--- config.mk ---
export PLATFORM = sky130hd
export DESIGN_NAME = mac_layer_sequencer_flat
export DESIGN_NICKNAME = d
export VERILOG_FILES = /design/src/rtl/mac_pkg.sv /design/src/rtl/mac_layer_sequencer_if.sv /design/src/rtl/mac_requant.sv /design/src/rtl/mac_layer_sequencer.sv /design/src/flat_wrapper.sv
export SDC_FILE = /design/constraint.sdc
export NUM_CORES = 1
export LEC_CHECK = 0
export ABC_AREA = 1
export BUFFER_PORTS_ARGS = -buffer_cell sky130_fd_sc_hd__buf_2
export CAP_MARGIN = 5
export CORE_UTILIZATION = 55
export DETAILED_ROUTE_END_ITERATION = 8
export PLACE_DENSITY = 0.84
export SLEW_MARGIN = 20
export SYNTH_ARGS = -nofsm -noshare
export SYNTH_HDL_FRONTEND = slang
export SYNTH_SLANG_ARGS = --single-unit
--- constraint.sdc ---
create_clock -name clk -period 8.8 [get_ports clk]
set_clock_uncertainty 0.1 [all_clocks]
set_input_delay 0.88 -clock clk [delete_from_list [all_inputs] [get_ports clk]]
set_output_delay 0.88 -clock clk [all_outputs]
set_load 0.02 [all_outputs]
--- src/rtl/mac_pkg.sv ---
// Shared types, widths and helpers for the MAC layer sequencer.
//   MAC_LANES / MAC_LATENCY : MAC array geometry (nominal latency; the controller counts, never times)
//   ADDR_W / CNT_W / ACC_W  : read-address, counter and accumulator widths
//   seq_state_t             : sequencer FSM states
//   sat_int8()              : clamp a signed accumulator-width value to INT8
package mac_pkg;

  localparam int unsigned MAC_LANES   = 8;
  localparam int unsigned MAC_LATENCY = 4;
  localparam int unsigned ADDR_W      = 10;
  localparam int unsigned CNT_W       = 10;
  localparam int unsigned ACC_W       = 32;
  localparam int unsigned PSUM_W      = 16;
  localparam int unsigned SHIFT_W     = 5;
  localparam int unsigned OUT_W       = 8;
  localparam int unsigned STATE_W     = 3;

  localparam logic [STATE_W-1:0] ST_IDLE  = 3'd0;
  localparam logic [STATE_W-1:0] ST_CLEAR = 3'd1;
  localparam logic [STATE_W-1:0] ST_ISSUE = 3'd2;
  localparam logic [STATE_W-1:0] ST_DRAIN = 3'd3;
  localparam logic [STATE_W-1:0] ST_BIAS  = 3'd4;
  localparam logic [STATE_W-1:0] ST_EMIT  = 3'd5;
  localparam logic [STATE_W-1:0] ST_DONE  = 3'd6;

  typedef enum logic [STATE_W-1:0] {
    S_IDLE  = ST_IDLE,
    S_CLEAR = ST_CLEAR,
    S_ISSUE = ST_ISSUE,
    S_DRAIN = ST_DRAIN,
    S_BIAS  = ST_BIAS,
    S_EMIT  = ST_EMIT,
    S_DONE  = ST_DONE
  } seq_state_t;

  localparam logic signed [ACC_W-1:0] SAT_MAX = ACC_W'(127);
  localparam logic signed [ACC_W-1:0] SAT_MIN = -ACC_W'(128);

  // Saturate to [-128, 127].
  function automatic logic signed [OUT_W-1:0] sat_int8(input logic signed [ACC_W-1:0] v);
    if (v > SAT_MAX)      return 8'sd127;
    else if (v < SAT_MIN) return -8'sd128;
    else                  return $signed(v[OUT_W-1:0]);
  endfunction

endpackage

--- src/rtl/mac_layer_sequencer_if.sv ---
// Bus bundle between the layer sequencer and its environment
// (config/start, memory read ports, MAC array, result stream).
//   modport seq : sequencer side
//   modport env : memories / MAC array / downstream side
interface mac_layer_sequencer_if;
  import mac_pkg::*;

  logic                      start;
  logic [CNT_W-1:0]          cfg_in_chunks;
  logic [CNT_W-1:0]          cfg_num_out;
  logic [SHIFT_W-1:0]        cfg_shift;
  logic                      cfg_relu;
  logic                      busy;
  logic                      done;
  logic                      act_rd_en;
  logic [ADDR_W-1:0]         act_rd_addr;
  logic                      wgt_rd_en;
  logic [ADDR_W-1:0]         wgt_rd_addr;
  logic                      bias_rd_en;
  logic [ADDR_W-1:0]         bias_rd_addr;
  logic signed [ACC_W-1:0]   bias_rd_data;
  logic                      mac_enable;
  logic                      mac_clear_acc;
  logic signed [PSUM_W-1:0]  mac_partial_sum;
  logic                      mac_valid;
  logic                      out_valid;
  logic                      out_ready;
  logic signed [OUT_W-1:0]   out_data;
  logic [CNT_W-1:0]          out_idx;

  modport seq (
    input  start, cfg_in_chunks, cfg_num_out, cfg_shift, cfg_relu,
           bias_rd_data, mac_partial_sum, mac_valid, out_ready,
    output busy, done, act_rd_en, act_rd_addr, wgt_rd_en, wgt_rd_addr,
           bias_rd_en, bias_rd_addr, mac_enable, mac_clear_acc,
           out_valid, out_data, out_idx
  );

  modport env (
    output start, cfg_in_chunks, cfg_num_out, cfg_shift, cfg_relu,
           bias_rd_data, mac_partial_sum, mac_valid, out_ready,
    input  busy, done, act_rd_en, act_rd_addr, wgt_rd_en, wgt_rd_addr,
           bias_rd_en, bias_rd_addr, mac_enable, mac_clear_acc,
           out_valid, out_data, out_idx
  );

endinterface

--- src/rtl/mac_requant.sv ---
// Combinational requantisation: (acc + bias) >>> shift, optional relu, INT8 saturate.
//   acc_i, bias_i : signed accumulator and bias (sum wraps at ACC_W)
//   shift_i       : arithmetic right shift (floor)
//   relu_i        : clamp negatives to 0
//   res_c_o       : INT8 result (combinational)
module mac_requant
  import mac_pkg::*;
(
  input  logic signed [ACC_W-1:0]   acc_i,
  input  logic signed [ACC_W-1:0]   bias_i,
  input  logic [SHIFT_W-1:0]        shift_i,
  input  logic                      relu_i,
  output logic signed [OUT_W-1:0]   res_c_o
);

  logic signed [ACC_W-1:0] sum_c;
  logic signed [ACC_W-1:0] shr_c;

  always_comb begin
    sum_c = acc_i + bias_i;
    shr_c = sum_c >>> shift_i;
    if (relu_i && shr_c[ACC_W-1]) shr_c = '0;
    res_c_o = sat_int8(shr_c);
  end

endmodule

--- src/rtl/mac_layer_sequencer.sv ---
// Sequences the 8-lane MAC array through one fully-connected layer and
// streams one INT8 result per neuron.
//   clk, rst : clock, synchronous active-high reset
//   bus      : config/start, act/wgt/bias reads, MAC control, result stream
module mac_layer_sequencer
  import mac_pkg::*;
(
  input  logic                  clk,
  input  logic                  rst,
  mac_layer_sequencer_if.seq    bus
);

  seq_state_t              state_q, state_d;
  logic [CNT_W-1:0]        cfg_chunks_q, cfg_chunks_d, cfg_nout_q, cfg_nout_d;
  logic [SHIFT_W-1:0]      cfg_shift_q, cfg_shift_d;
  logic                    cfg_relu_q, cfg_relu_d;
  logic [CNT_W-1:0]        chunk_q, chunk_d, rx_q, rx_d, en_q, en_d, neuron_q, neuron_d;
  logic [ADDR_W-1:0]       wgt_ptr_q, wgt_ptr_d;
  logic signed [ACC_W-1:0] acc_q, acc_d, bias_q, bias_d;
  logic                    bias_pend_q, bias_pend_d;
  logic                    busy_q, busy_d, done_q, done_d;
  logic                    act_en_q, act_en_d, wgt_en_q, wgt_en_d, bias_en_q, bias_en_d;
  logic [ADDR_W-1:0]       act_addr_q, act_addr_d, wgt_addr_q, wgt_addr_d, bias_addr_q, bias_addr_d;
  logic                    mac_en_q, mac_en_d, mac_clr_q, mac_clr_d;
  logic                    out_valid_q, out_valid_d;
  logic signed [OUT_W-1:0] out_data_q, out_data_d;
  logic [CNT_W-1:0]        out_idx_q, out_idx_d;
  logic signed [OUT_W-1:0] res_c;
  logic                    acc_take_c;

  mac_requant u_requant (
    .acc_i   (acc_q),
    .bias_i  (bias_q),
    .shift_i (cfg_shift_q),
    .relu_i  (cfg_relu_q),
    .res_c_o (res_c)
  );

  // Only accept results for enables issued in this neuron; stale pulses left
  // in the MAC pipe by a reset arrive before any new enable has been counted.
  assign acc_take_c = (state_q == S_ISSUE || state_q == S_DRAIN) &&
                      bus.mac_valid && (rx_q < en_q);

  // Next-state and registered-output logic.
  always_comb begin
    state_d      = state_q;
    cfg_chunks_d = cfg_chunks_q;
    cfg_nout_d   = cfg_nout_q;
    cfg_shift_d  = cfg_shift_q;
    cfg_relu_d   = cfg_relu_q;
    chunk_d      = chunk_q;
    rx_d         = rx_q;
    en_d         = mac_en_q ? en_q + CNT_W'(1) : en_q;
    neuron_d     = neuron_q;
    wgt_ptr_d    = wgt_ptr_q;
    acc_d        = acc_q;
    bias_pend_d  = bias_en_q;
    bias_d       = bias_pend_q ? bus.bias_rd_data : bias_q;
    act_en_d     = 1'b0;
    act_addr_d   = act_addr_q;
    wgt_en_d     = 1'b0;
    wgt_addr_d   = wgt_addr_q;
    bias_en_d    = 1'b0;
    bias_addr_d  = bias_addr_q;
    mac_en_d     = act_en_q;
    out_valid_d  = out_valid_q;
    out_data_d   = out_data_q;
    out_idx_d    = out_idx_q;

    if (acc_take_c) begin
      acc_d = acc_q + {{(ACC_W-PSUM_W){bus.mac_partial_sum[PSUM_W-1]}}, bus.mac_partial_sum};
      rx_d  = rx_q + CNT_W'(1);
    end

    case (state_q)
      S_IDLE: begin
        if (bus.start) begin
          cfg_chunks_d = bus.cfg_in_chunks;
          cfg_nout_d   = bus.cfg_num_out;
          cfg_shift_d  = bus.cfg_shift;
          cfg_relu_d   = bus.cfg_relu;
          wgt_ptr_d    = '0;
          neuron_d     = '0;
          state_d      = (bus.cfg_in_chunks == '0 || bus.cfg_num_out == '0) ? S_DONE : S_CLEAR;
        end
      end
      // Reset per-neuron counters and launch the first read pair.
      S_CLEAR: begin
        acc_d      = '0;
        rx_d       = '0;
        en_d       = '0;
        act_en_d   = 1'b1;
        act_addr_d = '0;
        wgt_en_d   = 1'b1;
        wgt_addr_d = wgt_ptr_q;
        wgt_ptr_d  = wgt_ptr_q + ADDR_W'(1);
        chunk_d    = CNT_W'(1);
        state_d    = S_ISSUE;
      end
      // chunk_q counts reads already issued for this neuron.
      S_ISSUE: begin
        if (chunk_q == cfg_chunks_q) begin
          bias_en_d   = 1'b1;
          bias_addr_d = ADDR_W'(neuron_q);
          state_d     = S_DRAIN;
        end else begin
          act_en_d   = 1'b1;
          act_addr_d = ADDR_W'(chunk_q);
          wgt_en_d   = 1'b1;
          wgt_addr_d = wgt_ptr_q;
          wgt_ptr_d  = wgt_ptr_q + ADDR_W'(1);
          chunk_d    = chunk_q + CNT_W'(1);
        end
      end
      S_DRAIN: begin
        if (rx_q == cfg_chunks_q) state_d = S_BIAS;
      end
      S_BIAS: begin
        out_data_d  = res_c;
        out_idx_d   = neuron_q;
        out_valid_d = 1'b1;
        state_d     = S_EMIT;
      end
      S_EMIT: begin
        if (bus.out_ready) begin
          out_valid_d = 1'b0;
          neuron_d    = neuron_q + CNT_W'(1);
          state_d     = (neuron_q + CNT_W'(1) == cfg_nout_q) ? S_DONE : S_CLEAR;
        end
      end
      S_DONE:  state_d = S_IDLE;
      default: state_d = S_IDLE;
    endcase

    busy_d    = (state_d != S_IDLE);
    done_d    = (state_q == S_DONE);
    mac_clr_d = (state_d == S_CLEAR);
  end

  // State and output registers.
  always_ff @(posedge clk) begin
    if (rst) begin
      state_q      <= S_IDLE;
      cfg_chunks_q <= '0;
      cfg_nout_q   <= '0;
      cfg_shift_q  <= '0;
      cfg_relu_q   <= 1'b0;
      chunk_q      <= '0;
      rx_q         <= '0;
      en_q         <= '0;
      neuron_q     <= '0;
      wgt_ptr_q    <= '0;
      acc_q        <= '0;
      bias_q       <= '0;
      bias_pend_q  <= 1'b0;
      busy_q       <= 1'b0;
      done_q       <= 1'b0;
      act_en_q     <= 1'b0;
      act_addr_q   <= '0;
      wgt_en_q     <= 1'b0;
      wgt_addr_q   <= '0;
      bias_en_q    <= 1'b0;
      bias_addr_q  <= '0;
      mac_en_q     <= 1'b0;
      mac_clr_q    <= 1'b0;
      out_valid_q  <= 1'b0;
      out_data_q   <= '0;
      out_idx_q    <= '0;
    end else begin
      state_q      <= state_d;
      cfg_chunks_q <= cfg_chunks_d;
      cfg_nout_q   <= cfg_nout_d;
      cfg_shift_q  <= cfg_shift_d;
      cfg_relu_q   <= cfg_relu_d;
      chunk_q      <= chunk_d;
      rx_q         <= rx_d;
      en_q         <= en_d;
      neuron_q     <= neuron_d;
      wgt_ptr_q    <= wgt_ptr_d;
      acc_q        <= acc_d;
      bias_q       <= bias_d;
      bias_pend_q  <= bias_pend_d;
      busy_q       <= busy_d;
      done_q       <= done_d;
      act_en_q     <= act_en_d;
      act_addr_q   <= act_addr_d;
      wgt_en_q     <= wgt_en_d;
      wgt_addr_q   <= wgt_addr_d;
      bias_en_q    <= bias_en_d;
      bias_addr_q  <= bias_addr_d;
      mac_en_q     <= mac_en_d;
      mac_clr_q    <= mac_clr_d;
      out_valid_q  <= out_valid_d;
      out_data_q   <= out_data_d;
      out_idx_q    <= out_idx_d;
    end
  end

  assign bus.busy          = busy_q;
  assign bus.done          = done_q;
  assign bus.act_rd_en     = act_en_q;
  assign bus.act_rd_addr   = act_addr_q;
  assign bus.wgt_rd_en     = wgt_en_q;
  assign bus.wgt_rd_addr   = wgt_addr_q;
  assign bus.bias_rd_en    = bias_en_q;
  assign bus.bias_rd_addr  = bias_addr_q;
  assign bus.mac_enable    = mac_en_q;
  assign bus.mac_clear_acc = mac_clr_q;
  assign bus.out_valid     = out_valid_q;
  assign bus.out_data      = out_data_q;
  assign bus.out_idx       = out_idx_q;

endmodule
--- src/flat_wrapper.sv ---
// flat-port wrapper written by rule: the top's interface ports become plain ports
module mac_layer_sequencer_flat import mac_pkg::*;
  (clk, rst, bus_start, bus_cfg_in_chunks, bus_cfg_num_out, bus_cfg_shift, bus_cfg_relu, bus_bias_rd_data, bus_mac_partial_sum, bus_mac_valid, bus_out_ready, bus_busy, bus_done, bus_act_rd_en, bus_act_rd_addr, bus_wgt_rd_en, bus_wgt_rd_addr, bus_bias_rd_en, bus_bias_rd_addr, bus_mac_enable, bus_mac_clear_acc, bus_out_valid, bus_out_data, bus_out_idx);
  mac_layer_sequencer_if bus_i ();
  input  logic clk;
  input  logic rst;
  input wire logic [$bits(bus_i.start)-1:0] bus_start;
  input wire logic [$bits(bus_i.cfg_in_chunks)-1:0] bus_cfg_in_chunks;
  input wire logic [$bits(bus_i.cfg_num_out)-1:0] bus_cfg_num_out;
  input wire logic [$bits(bus_i.cfg_shift)-1:0] bus_cfg_shift;
  input wire logic [$bits(bus_i.cfg_relu)-1:0] bus_cfg_relu;
  input wire logic [$bits(bus_i.bias_rd_data)-1:0] bus_bias_rd_data;
  input wire logic [$bits(bus_i.mac_partial_sum)-1:0] bus_mac_partial_sum;
  input wire logic [$bits(bus_i.mac_valid)-1:0] bus_mac_valid;
  input wire logic [$bits(bus_i.out_ready)-1:0] bus_out_ready;
  output wire logic [$bits(bus_i.busy)-1:0] bus_busy;
  output wire logic [$bits(bus_i.done)-1:0] bus_done;
  output wire logic [$bits(bus_i.act_rd_en)-1:0] bus_act_rd_en;
  output wire logic [$bits(bus_i.act_rd_addr)-1:0] bus_act_rd_addr;
  output wire logic [$bits(bus_i.wgt_rd_en)-1:0] bus_wgt_rd_en;
  output wire logic [$bits(bus_i.wgt_rd_addr)-1:0] bus_wgt_rd_addr;
  output wire logic [$bits(bus_i.bias_rd_en)-1:0] bus_bias_rd_en;
  output wire logic [$bits(bus_i.bias_rd_addr)-1:0] bus_bias_rd_addr;
  output wire logic [$bits(bus_i.mac_enable)-1:0] bus_mac_enable;
  output wire logic [$bits(bus_i.mac_clear_acc)-1:0] bus_mac_clear_acc;
  output wire logic [$bits(bus_i.out_valid)-1:0] bus_out_valid;
  output wire logic [$bits(bus_i.out_data)-1:0] bus_out_data;
  output wire logic [$bits(bus_i.out_idx)-1:0] bus_out_idx;
  assign bus_i.start = bus_start;
  assign bus_i.cfg_in_chunks = bus_cfg_in_chunks;
  assign bus_i.cfg_num_out = bus_cfg_num_out;
  assign bus_i.cfg_shift = bus_cfg_shift;
  assign bus_i.cfg_relu = bus_cfg_relu;
  assign bus_i.bias_rd_data = bus_bias_rd_data;
  assign bus_i.mac_partial_sum = bus_mac_partial_sum;
  assign bus_i.mac_valid = bus_mac_valid;
  assign bus_i.out_ready = bus_out_ready;
  assign bus_busy = bus_i.busy;
  assign bus_done = bus_i.done;
  assign bus_act_rd_en = bus_i.act_rd_en;
  assign bus_act_rd_addr = bus_i.act_rd_addr;
  assign bus_wgt_rd_en = bus_i.wgt_rd_en;
  assign bus_wgt_rd_addr = bus_i.wgt_rd_addr;
  assign bus_bias_rd_en = bus_i.bias_rd_en;
  assign bus_bias_rd_addr = bus_i.bias_rd_addr;
  assign bus_mac_enable = bus_i.mac_enable;
  assign bus_mac_clear_acc = bus_i.mac_clear_acc;
  assign bus_out_valid = bus_i.out_valid;
  assign bus_out_data = bus_i.out_data;
  assign bus_out_idx = bus_i.out_idx;
  mac_layer_sequencer u_core (.clk(clk), .rst(rst), .bus(bus_i));
endmodule
==> flow_metrics.env <==
export IMPL_die_area_sq_mm=0.0261
export IMPL_wl_per_cell_um=14.6
export IMPL_synth_top_area_cell="dfxtp_1"
export IMPL_power_density_mw_per_mm2=150
export IMPL_p_leak_nw=7.71
export IMPL_dr_total_vias=14900
export IMPL_antenna_found_initial=2
export IMPL_status="complete, no violations"
export IMPL_clk_latency_ns=0.46
export IMPL_synth_area_sq_mm=0.0140
export IMPL_intPower_w=0.00150
export IMPL_drive_gt1_frac=0.0961
export IMPL_clockRootBuffer="clkbuf_16"
export IMPL_start_kind="register"
export IMPL_dr_wl_met3_mm=2.24
export IMPL_gp_congestion=0.936
export IMPL_post_route_min_period_ns=4.11
export IMPL_drcViolationCount=0
export IMPL_cts_hold_buffers=0
export IMPL_num_fill_cells=2415
export IMPL_dp_cells=2671
export IMPL_clk_path_buf_depth=2
export IMPL_routed_wirelength_mm=39.6
export IMPL_ys_seq_elements=199
export IMPL_syn_instance_count=2277
export IMPL_hold_ws_ns=0.313
export IMPL_grt_overflow_total=0
export IMPL_wl_met1_mm=17.3
export IMPL_synthToLayoutAreaGrowth_pct=10.7
export IMPL_critical_path_class="register to register"
export IMPL_place_hpwl_mm=29.5
export IMPL_synth_edf_count=0
export IMPL_async_flop_share=0
export IMPL_port_buffers=134
export IMPL_end_kind="register"
export IMPL_finalSetupViolCount=0
export IMPL_nNetsFinal=2517
export IMPL_relSlewSlack=0.293
export IMPL_maxSlewViolCount=0
export IMPL_synth_area_leaders="dfxtp_1 (28%), nand2_1 (15%), inv_1 (7.9%), nand3_1 (7.9%), ha_1 (6.8%)"
export IMPL_syn_num_nets=2434
export IMPL_crit_fanout=34
export IMPL_power_share_sequential=0.414
export IMPL_switching_share=0.356
export IMPL_fmaxAchievable_mhz=243
export IMPL_synth_area_per_cell_sq_um=6.15
export IMPL_ir_drop_mv=0.157
export IMPL_fin_cells=2705
export IMPL_drt_pass1_iter_count=6
export IMPL_p_switching_w=0.000831
export IMPL_required_ns=9.09
export IMPL_post_cts_buffers=0
export IMPL_p_clk_frac=0.378
export IMPL_via_per_inst=5.52
export IMPL_drv_cap=0
export IMPL_top_layer="met4"
export IMPL_yosysWarnings=0
export IMPL_pin_count=135
export IMPL_grt_use_total=0.304
export IMPL_drtIter0Drc=1095
export IMPL_htreeDepth=4
export IMPL_clk_pin_slew_ns=0.10
export IMPL_rsz0062_at_grt="false"
export IMPL_worst_slew_pin_slew_ns=1.06
export IMPL_grt_start_max_net_pins=96
export IMPL_comb_power_share=0.209
export IMPL_rows=58
export IMPL_initial_core_util=0.558
export IMPL_die_x_um=162
export IMPL_core_area_sq_mm=0.0251
export IMPL_grt_pass1_vias=14000
export IMPL_setup_tns_ns=0
export IMPL_cts_buffers=17
export IMPL_hold_path_class="register to register"
export IMPL_cp_arrival_ns=4.40
export IMPL_synth_top_area_share=0.284
export IMPL_finalCritPeriodShare=0.468
export IMPL_die_height_um=162
export IMPL_placed_area_sq_mm=0.0148
export IMPL_synth_cell_types=47
export IMPL_met2WireLength_mm=18.8
export IMPL_yosysSeqAreaShare=0.284
export IMPL_grt_pass1_wl_mm=65.5
export IMPL_hold_viol=0
export IMPL_antenna_left=0
export IMPL_cts_tree="done"
export IMPL_post_cts_resized=0
export IMPL_stdcell_area_sq_mm=0.0155
export IMPL_ys_flop_type="dfxtp_1"
export IMPL_clock_sinks=199
==> cell usage after synthesis (all sizes together) (3+ instances only) <==
library cell  instances
a211oi                7
a21o                  3
a21oi               182
a31oi                 8
and3                  3
buf                  22
clkbuf               58
clkinv                5
dfxtp               199
ha                   76
inv                 298
nand2               592
nand3               224
nand4                22
nor2                258
nor3                 32
nor4                 12
o211ai               16
o21a                  3
o21ai               173
o21bai                3
or2                   8
xnor2                21
xor2                 35
==> state kept, by name (all words and copies together) (netlist names), 3 cells and up <==
| name | flops |
|---|---|
| u_core.bus.out_idx | 10 |
| u_core.bus.wgt_rd_addr | 10 |
| u_core.cfg_shift_q | 5 |
| u_core.wgt_ptr_q | 10 |
| u_core.bias_q | 32 |
| u_core.cfg_nout_q | 10 |
| u_core.bus.out_data | 8 |
| u_core.state_q | 3 |
| u_core.cfg_chunks_q | 10 |
| u_core.bus.act_rd_addr | 10 |
| u_core.bus.bias_rd_addr | 10 |
| u_core.chunk_q | 10 |
| u_core.neuron_q | 10 |
| u_core.acc_q | 32 |
| u_core.en_q | 10 |
| u_core.rx_q | 10 |
==> logic make-up (layout without fill, tap and decap cells) <==
kind of cell               Yosys count  count (layout)  share of synthesized area
AOI/OAI and AO/OA                  409             409                      0.157
adders and majority gates           78              78                     0.0707
buffers and inverters              383             479                      0.104
DFF                                199             199                      0.284
other                                0               2                          0
xor gates and xnor gates            56              56                     0.0350
and+or+nand+nor                   1152            1152                      0.349
==> layout by cell type (no fill, tap or decap), types with 3 or more instances in the layout <==
cell type	instances
a211oi_1	7
a21o_1	3
a21oi_1	180
a31oi_1	8
and3_1	3
buf_2	134
buf_4	10
clkbuf_16	17
clkinv_1	5
clkinv_8	5
dfxtp_1	199
ha_1	76
inv_1	292
inv_16	4
inv_2	6
nand2_1	573
nand2_2	18
nand3_1	220
nand3_2	4
nand4_1	22
nor2_1	249
nor2_2	6
nor2_4	3
nor3_1	31
nor4_1	11
o211ai_1	16
o21a_1	3
o21ai_0	165
o21ai_1	8
o21bai_1	3
or2_2	8
xnor2_1	21
xor2_1	35
==> power by group through the flow <==
stage               sequential, W  combinational [W]  clock (W)
floorplan                0.000992           0.000344          0
global placement         0.000983           0.000468          0
detailed placement       0.000984           0.000475          0
CTS                      0.000964           0.000481   0.000884
global route             0.000969           0.000545   0.000919
finish                   0.000965           0.000487   0.000880
==> worst paths after layout <==
path | depth (start not counted) | from | slack, ns | end
setup / recovery | 14 | u_core.cfg_shift_q[0] | 4.69 | u_core.bus.out_data[3]
hold / removal | 2 | u_core.bus.bias_rd_en | 0.31 | u_core.bias_pend_q
setup reg to reg | 14 | u_core.cfg_shift_q[0] | 4.69 | u_core.bus.out_data[3]
hold reg to reg | 2 | u_core.bus.bias_rd_en | 0.31 | u_core.bias_pend_q
==> worst max-delay path, cell delays in order, from the launching register on <==
cell      delay [ns]
dfxtp_1         1.02
clkinv_1        1.01
nand3_1         0.42
nand2_1         0.08
nand2_1         0.06
nand3_1         0.14
nand3_1         0.15
nand2_1         0.15
o21ai_1         0.18
nand3_1         0.11
nor2_1          0.15
nand3_2         0.17
a21oi_1         0.18
nor2_1          0.05
nor2_1          0.08
==> metrics by stage <==
stage	worst slack (ns)	power, W	util
global placement	4.91	0.00145	0.591
global route	4.18	0.00243	0.618
floorplan	5.49	0.00134	-
CTS	4.77	0.00233	0.617
detailed placement	4.84	0.00146	0.591
finish	4.69	0.00233	0.618
==> area by class of cell <==
class | instances | area [sq um] | area share
sequential | 199 | 3980 | 0.257
tap | 330 | 413 | 0.0266
timing repair buffer | 144 | 746 | 0.0481
multi-input combinational | 1695 | 8570 | 0.552
inverter | 303 | 1140 | 0.0733
clock buffer | 17 | 425 | 0.0274
antenna | 2 | 5.00 | 0.000323
clock inverter | 15 | 234 | 0.0151
==> per-layer routing <==
| layer | vias up | track usage |
|---|---|---|
| met5 | - | 0 |
| met4 | 0 | 0.118 |
| met3 | 98 | 0.0426 |
| met2 | 492 | 0.532 |
| met1 | 6781 | 0.377 |
| li1 | 7566 | - |
Power figures use the tool's default switching activity.
